<file path="config.mk">
export PLATFORM = sky130hd
export DESIGN_NAME = rom_download_writer
export DESIGN_NICKNAME = d
export VERILOG_FILES = /design/src/rtl/rom_download_writer.sv
export SDC_FILE = /design/constraint.sdc
export NUM_CORES = 1
export LEC_CHECK = 0
export ABC_AREA = 1
export BUFFER_PORTS_ARGS = -buffer_cell sky130_fd_sc_hd__buf_2
export CAP_MARGIN = 20
export CORE_MARGIN = 5
export CORE_UTILIZATION = 50
export DETAILED_ROUTE_END_ITERATION = 8
export PLACE_DENSITY = 0.7
export SLEW_MARGIN = 10
export SYNTH_ARGS = -nofsm -noshare
export SYNTH_HDL_FRONTEND = slang
export SYNTH_SLANG_ARGS = --single-unit
</file>
<file path="constraint.sdc">
create_clock -name clk -period 9.2 [get_ports clk]
set_clock_uncertainty 0.1 [all_clocks]
set_input_delay 0.46 -clock clk [delete_from_list [all_inputs] [get_ports clk]]
set_output_delay 0.46 -clock clk [all_outputs]
set_load 0.05 [all_outputs]
</file>
<file path="src/rtl/rom_download_writer.sv">
// Captures toggle-strobed download words into a small FIFO and writes them to SDRAM via req/ack.
// Optional running write checksum when ROM_DOWNLOAD_WRITER_CHECKSUM_EN is defined.
//
// state | meaning
// IDLE  | no write outstanding; launches the FIFO head when one is present
// REQ   | ram_req held with stable addr/data until ram_ack pops the head
module rom_download_writer #(
  parameter int ADDR_WIDTH = 23,
  parameter int FIFO_AW    = 2
) (
  input  logic                  clk,
  input  logic                  reset_n,
  input  logic                  data_download,
  input  logic                  data_in_strobe,
  input  logic [15:0]           data_in_reg,
  input  logic [ADDR_WIDTH-1:0] data_addr,
  output logic                  ram_req,
  output logic [ADDR_WIDTH-1:0] ram_addr,
  output logic [15:0]           ram_din,
  output logic [1:0]            ram_be,
  input  logic                  ram_ack,
`ifdef ROM_DOWNLOAD_WRITER_CHECKSUM_EN
  output logic [15:0]           checksum,
`endif
  output logic                  busy,
  output logic                  overflow,
  output logic                  done
);

  localparam int DEPTH = 2**FIFO_AW;
  localparam logic [FIFO_AW:0] FULL_CNT = (FIFO_AW+1)'(DEPTH);

  typedef enum logic {S_IDLE, S_REQ} state_t;

  state_t                      r_state;
  logic                        r_strobe_d;
  logic                        r_dl_d;
  logic [ADDR_WIDTH+15:0]      r_mem [DEPTH];
  logic [FIFO_AW-1:0]          r_wptr;
  logic [FIFO_AW-1:0]          r_rptr;
  logic [FIFO_AW:0]            r_count;
  logic                        r_req;
  logic [ADDR_WIDTH-1:0]       r_addr;
  logic [15:0]                 r_din;
  logic [1:0]                  r_be;
  logic                        r_overflow;
  logic                        r_done;
  logic                        r_done_pending;

  logic w_push, w_pop, w_full, w_empty, w_wr, w_dl_rise, w_dl_fall;

  assign w_push    = data_in_strobe ^ r_strobe_d;
  assign w_pop     = (r_state == S_REQ) && ram_ack;
  assign w_full    = (r_count == FULL_CNT);
  assign w_empty   = (r_count == '0);
  // When full, a same-cycle pop frees the slot the push lands in.
  assign w_wr      = w_push && (!w_full || w_pop);
  assign w_dl_rise = data_download && !r_dl_d;
  assign w_dl_fall = !data_download && r_dl_d;

  always_ff @(posedge clk) begin
    if (w_wr) r_mem[r_wptr] <= {data_addr, data_in_reg};
  end

  always_ff @(posedge clk or negedge reset_n) begin
    if (!reset_n) begin
      r_strobe_d <= 1'b0;
      r_dl_d     <= 1'b0;
      r_wptr     <= '0;
      r_rptr     <= '0;
      r_count    <= '0;
    end else begin
      r_strobe_d <= data_in_strobe;
      r_dl_d     <= data_download;
      if (w_wr)  r_wptr <= r_wptr + FIFO_AW'(1);
      if (w_pop) r_rptr <= r_rptr + FIFO_AW'(1);
      if (w_wr && !w_pop)      r_count <= r_count + 1'b1;
      else if (!w_wr && w_pop) r_count <= r_count - 1'b1;
    end
  end

  always_ff @(posedge clk or negedge reset_n) begin
    if (!reset_n) begin
      r_state <= S_IDLE;
      r_req   <= 1'b0;
      r_addr  <= '0;
      r_din   <= '0;
      r_be    <= 2'b00;
    end else begin
      case (r_state)
        S_IDLE: begin
          if (!w_empty) begin
            {r_addr, r_din} <= r_mem[r_rptr];
            r_req   <= 1'b1;
            r_be    <= 2'b11;
            r_state <= S_REQ;
          end
        end
        S_REQ: begin
          if (ram_ack) begin
            r_req   <= 1'b0;
            r_be    <= 2'b00;
            r_state <= S_IDLE;
          end
        end
        default: r_state <= S_IDLE;
      endcase
    end
  end

  always_ff @(posedge clk or negedge reset_n) begin
    if (!reset_n) begin
      r_overflow     <= 1'b0;
      r_done         <= 1'b0;
      r_done_pending <= 1'b0;
    end else begin
      r_done <= 1'b0;
      if (w_dl_rise) begin
        r_overflow     <= 1'b0;
        r_done_pending <= 1'b0;
      end else if (w_dl_fall) begin
        r_done_pending <= 1'b1;
      end else if (r_done_pending && w_empty && (r_state == S_IDLE)) begin
        r_done         <= 1'b1;
        r_done_pending <= 1'b0;
      end
      // A drop in the same cycle as a new download start is still reported.
      if (w_push && w_full && !w_pop) r_overflow <= 1'b1;
    end
  end

`ifdef ROM_DOWNLOAD_WRITER_CHECKSUM_EN
  logic [15:0] r_checksum;

  always_ff @(posedge clk or negedge reset_n) begin
    if (!reset_n)       r_checksum <= '0;
    else if (w_dl_rise) r_checksum <= '0;
    else if (w_pop)     r_checksum <= r_checksum + r_din;
  end

  assign checksum = r_checksum;
`endif

  assign ram_req  = r_req;
  assign ram_addr = r_addr;
  assign ram_din  = r_din;
  assign ram_be   = r_be;
  assign overflow = r_overflow;
  assign done     = r_done;
  assign busy     = data_download | !w_empty | (r_state != S_IDLE);

endmodule

</file>
* After elaboration in Yosys (flattened, before gate mapping)
Memory sizes are Yosys's and may differ from the RTL's. A register that Yosys moved wholly into a read port is not among the register bits.
Index checks and enable logic that the tools add are counted.
** Cells by class
- $add $sub $neg :: 4
- Eq/ne operators :: 3
- Multiplexer cells :: 21
- Bitwise gates (word level) :: 5
- Reduce and logical (&&, ||, !) cells :: 24
** Operators by type and width (count)
- two-way mux 1 bit :: 14
- logical AND 1 bit :: 10
- zero test 1 bit :: 7
- two-way mux 3 bit :: 2
- adder 2 x 1 -> 2 bit, second input constant :: 2
- two-way mux 2 bit :: 2
- != test 2 bit, second input constant :: 2
- one-hot mux 1 bit (2 select lines) :: 2
- one-hot mux 2 bit (2 select lines) :: 1
- AND reduction 2 bit :: 2
- nonzero test 2 bit :: 2
- adder 3 x 1 -> 3 bit, second input constant :: 1
- == test 3 bit, second input constant :: 1
- zero test 3 bit :: 1
- nonzero test 3 bit :: 1
- subtractor 3 x 1 -> 3 bit, second input constant :: 1
- NOT 1 bit :: 2
- OR 1 bit :: 2
- logical OR 1 bit :: 1
- bitwise XOR 1 bit :: 1
** Storage, ports and cells
- Register bits :: 16
- Bits in writable memories :: 156
- Input bits :: 44
- Output and inout port bits :: 45
- Word-level logic and storage cells :: 69
- Memories kept :: 1
** Memories
- r_mem :: depth 4, width 39, rd ports 1, clocked after memory_dff 1, write ports 1, line 38 : logic [ADDR_WIDTH+15:0] r_mem [DEPTH];

* Logic depth before layout (Yosys ltp)
- Depth after elaboration :: 8
- Depth in mapped cells :: 11
- Depth with buffers taken out :: 11

* Worst setup path after synthesis
Ideal clock, no wire load.
- Path type :: input to register
- Start point :: input ram_ack
- End point :: memory r_mem[0][0] in the netlist's numbering (enable)
- Library setup time :: 0.435 ns
- Data arrival time :: 2.500 ns
- Required time :: 8.665 ns
- Path slack :: 6.164 ns
- Cell stages on the path :: 4
- Path buffers :: 0
- Path through :: nand2_1 -> nand3_1 -> nand2_1 -> nor2_1
** Between the ends
- Word-level cells in the longest chain between the ends :: 5
** Ends and longest elaborated chain
- from (decl) :: line 21 : input logic ram_ack,
- logical AND 1 bit :: line 53 : assign w_pop = (r_state == S_REQ) && ram_ack;
- logical OR 1 bit :: line 57 : assign w_wr = w_push && (!w_full || w_pop);
- logical AND 1 bit :: line 57
- two-way mux 1 bit :: line 62 : if (w_wr) r_mem[r_wptr] <= {data_addr, data_in_reg};
- two-way mux 1 bit (not written as such) :: line 62
- to (decl) :: line 38
Every way passes these cells.

==> flow_metrics.py <==
metrics = {
    "clock_tree": {
        "cts_hold_buf": 0,
        "clock-sinks": 209,
        "cts_tree": "built",
        "cts_buffers": 22,
        "clk_pin_slew_ps": 60,
        "cts.path.max_buffers": 3,
        "cts_setup_buffers": 0,
        "cts_root_buf": "clkbuf_16",
        "clkLatencyLatePin_ps": 490,
        "cts.repair.resized": 0,
        "htreeDepth": 1,
    },
    "detailed_routing": {
        "ant_nets": 0,
        "wl_um": 17400,
        "vias": 5652,
        "drt-vias-per-instance": 4.76,
        "drt-initial-drc-count": 388,
        "wire_per_inst_um": 14.7,
        "drtPass1Iterations": 5,
        "drcViolationCount": 0,
    },
    "critical_path": {
        "r2r_start": "r_rptr[0]$_DFFE_PN0N_",
        "path_buf_inv": 2,
        "worstRegToRegCells": 7,
        "critical_path.cell_chain": "inv_2 -> buf_4 -> nand2_1 -> nand3_1 -> nand2_1 -> nand2_1 -> nand2_1",
        "arrival_ps": 2920,
        "required_ps": 9480,
        "reg2reg_to": "ram_addr[8]$_DFFE_PN0P_",
        "crit_top_cell": "nand2_1",
        "crit_fanout": 80,
        "rrSetupSlack_ps": 6560,
        "critPathSlowestCell": "inv_2",
        "critPathLaunchType": "register",
        "end_kind": "register",
        "critPathTopFamily": "buffers and inverters",
        "cpPeakStageDelay_ps": 800,
        "critPathKind": "reg2reg",
    },
    "global_routing": {
        "overflow": 0,
        "grt_pass1_wl_um": 28400,
        "grtUsageTotal_pct": 17.5,
        "antenna_found_initial": 0,
        "grt_pass1_vias": 5623,
        "grt_max_degree": 81,
    },
    "timing": {
        "relSlewSlack_pct": 38.4,
        "setup_tns_ps": 0,
        "setup_viol": 0,
        "hold_viol": 0,
        "rsz0062_at_grt": "no",
        "fmax_ghz": 0.379,
        "period_minus_slack_ps": 2640,
        "hold_ws_ps": 16.6,
        "min_period_over_period_pct": 28.7,
        "worst_slew_pin_slew_ps": 924,
        "report.final.slew_viol_count": 0,
    },
    "worst_hold_path": {
        "min_from": "data_download",
        "hold_end": "r_dl_d$_DFF_PN0_",
        "hp-class": "in2reg",
        "hold_depth": 1,
    },
    "floorplan": {
        "core_mm2": 0.0172,
        "io-pin-count": 89,
        "chipWidth_um": 142,
        "initial_core_util_pct": 50.8,
        "die_area_mm2": 0.0203,
        "die_h_um": 142,
        "rows": 48,
    },
    "pwr": {
        "p_leak_nw": 4.97,
        "powerDensity_mw_per_mm2": 354,
        "irDropWorstVdd_mv": 0.221,
    },
    "layout": {
        "n_antenna_cell": 0,
        "final_cell_mix": "nand2_1, inv_1, edfxtp_1",
        "drive_gt1_share_pct": 15.0,
        "regArea_mm2": 0.00602,
        "final_nets": 998,
        "multi_input_area_mm2": 0.00192,
        "area_growth_pct": 16.9,
        "final_common_cell": "nand2_1",
        "fillCellCount": 1430,
    },
    "synthesis": {
        "synth_area_mm2": 0.00876,
        "ys_ff_latch": 209,
        "yosys_warnings": 0,
        "synth_cell_type_count": 22,
        "synth_cells": 862,
        "ys_seq_area_share_pct": 68.6,
        "synth.net_count": 914,
        "syn_area_per_cell_um2": 10.2,
    },
    "outcome": {
        "outcome": "completed",
    },
    "job": {
        "drv.max_cap_violation_count": 0,
    },
    "placed_design": {
        "hpwlAfterDp_um": 10300,
        "place.gp.congestion": 0.779,
        "portBuffers": 88,
    },
}
[flip-flops by register name, summed over array words and instances, names as in the netlist]
| name | flops |
|---|---|
| done | 1 |
| overflow | 1 |
| r_count | 3 |
| r_dl_d | 1 |
| r_done_pending | 1 |
| r_mem | 156 |
| r_rptr | 2 |
| r_state | 1 |
| r_strobe_d | 1 |
| r_wptr | 2 |
| ram_addr | 23 |
| ram_be | 1 |
| ram_din | 16 |
[cell families after synthesis]
kind of cell    share of synthesized area (%)
simple gates                             19.3
buf+inv                                  9.98
flops                                    68.6
fa+ha+maj                                1.23
compound gates                          0.357
xor+xnor                                0.500
[metrics by stage]
stage               instances  utilization, %  power [mW]  instance area, µm²  worst slack, ps
finish                   1187            59.4        3.63               10200             6560
detailed placement       1146            54.8        2.72                9440             6510
global placement         1142            54.2        2.67                9350             6410
CTS                      1186            59.3        3.66               10200             6520
floorplan                 862               -        2.39                8760             6160
global route             1187            59.4        3.86               10200             6300
[layout make-up]
type | count | area share, %
Tap cell | 225 | 2.75
Sequential cell | 209 | 58.7
Clock buffer | 27 | 5.96
Timing Repair Buffer | 96 | 5.72
Clock inverter | 13 | 1.60
Inverter | 177 | 6.49
Multi-Input combinational cell | 440 | 18.8
[worst max-delay path by stage]
stage                                     start                 endpoint  cells after the start
after detailed placement  r_rptr[0]$_DFFE_PN0N_  ram_din[12]$_DFFE_PN0P_                      7
after floorplan                         ram_ack    r_mem[0][0]$_DFFE_PP_                      4
final                     r_rptr[0]$_DFFE_PN0N_  ram_addr[8]$_DFFE_PN0P_                      7
after global routing      r_rptr[0]$_DFFE_PN0N_  ram_din[12]$_DFFE_PN0P_                      7
after CTS                 r_rptr[0]$_DFFE_PN0N_  ram_addr[8]$_DFFE_PN0P_                      7
after global placement                  ram_ack   r_mem[1][17]$_DFFE_PP_                      5
[synthesized netlist by cell type (all sizes together)]
library cell	instances	share of area, %
buf	31	2.2
dfrtp	53	15
a21oi	2	0.11
o21ai	3	0.17
o22ai	1	0.071
edfxtp	156	53
clkbuf	5	0.21
xnor2	3	0.30
nand2	324	14
ha	7	1.0
nor2	12	0.57
inv	177	7.6
nor3	1	0.057
or2	1	0.071
fa	1	0.23
xor2	2	0.20
nand3	83	4.7
[report_power, final]
part,switching (mW),internal [mW]
Clock,0.344,0.583
Sequential,0.180,1.28
Combinational,0.896,0.347
Total,1.42,2.21
[per-layer routing]
metal	share of wire [%]	vias to the layer above	GRT usage, %
met2	51	116	31.0
met3	4.2	24	2.52
met5	0	-	0
met1	43	2688	22.9
met4	1.9	0	4.40
li1	-	2824	-
Note: power is estimated with default switching activity, not from simulation.
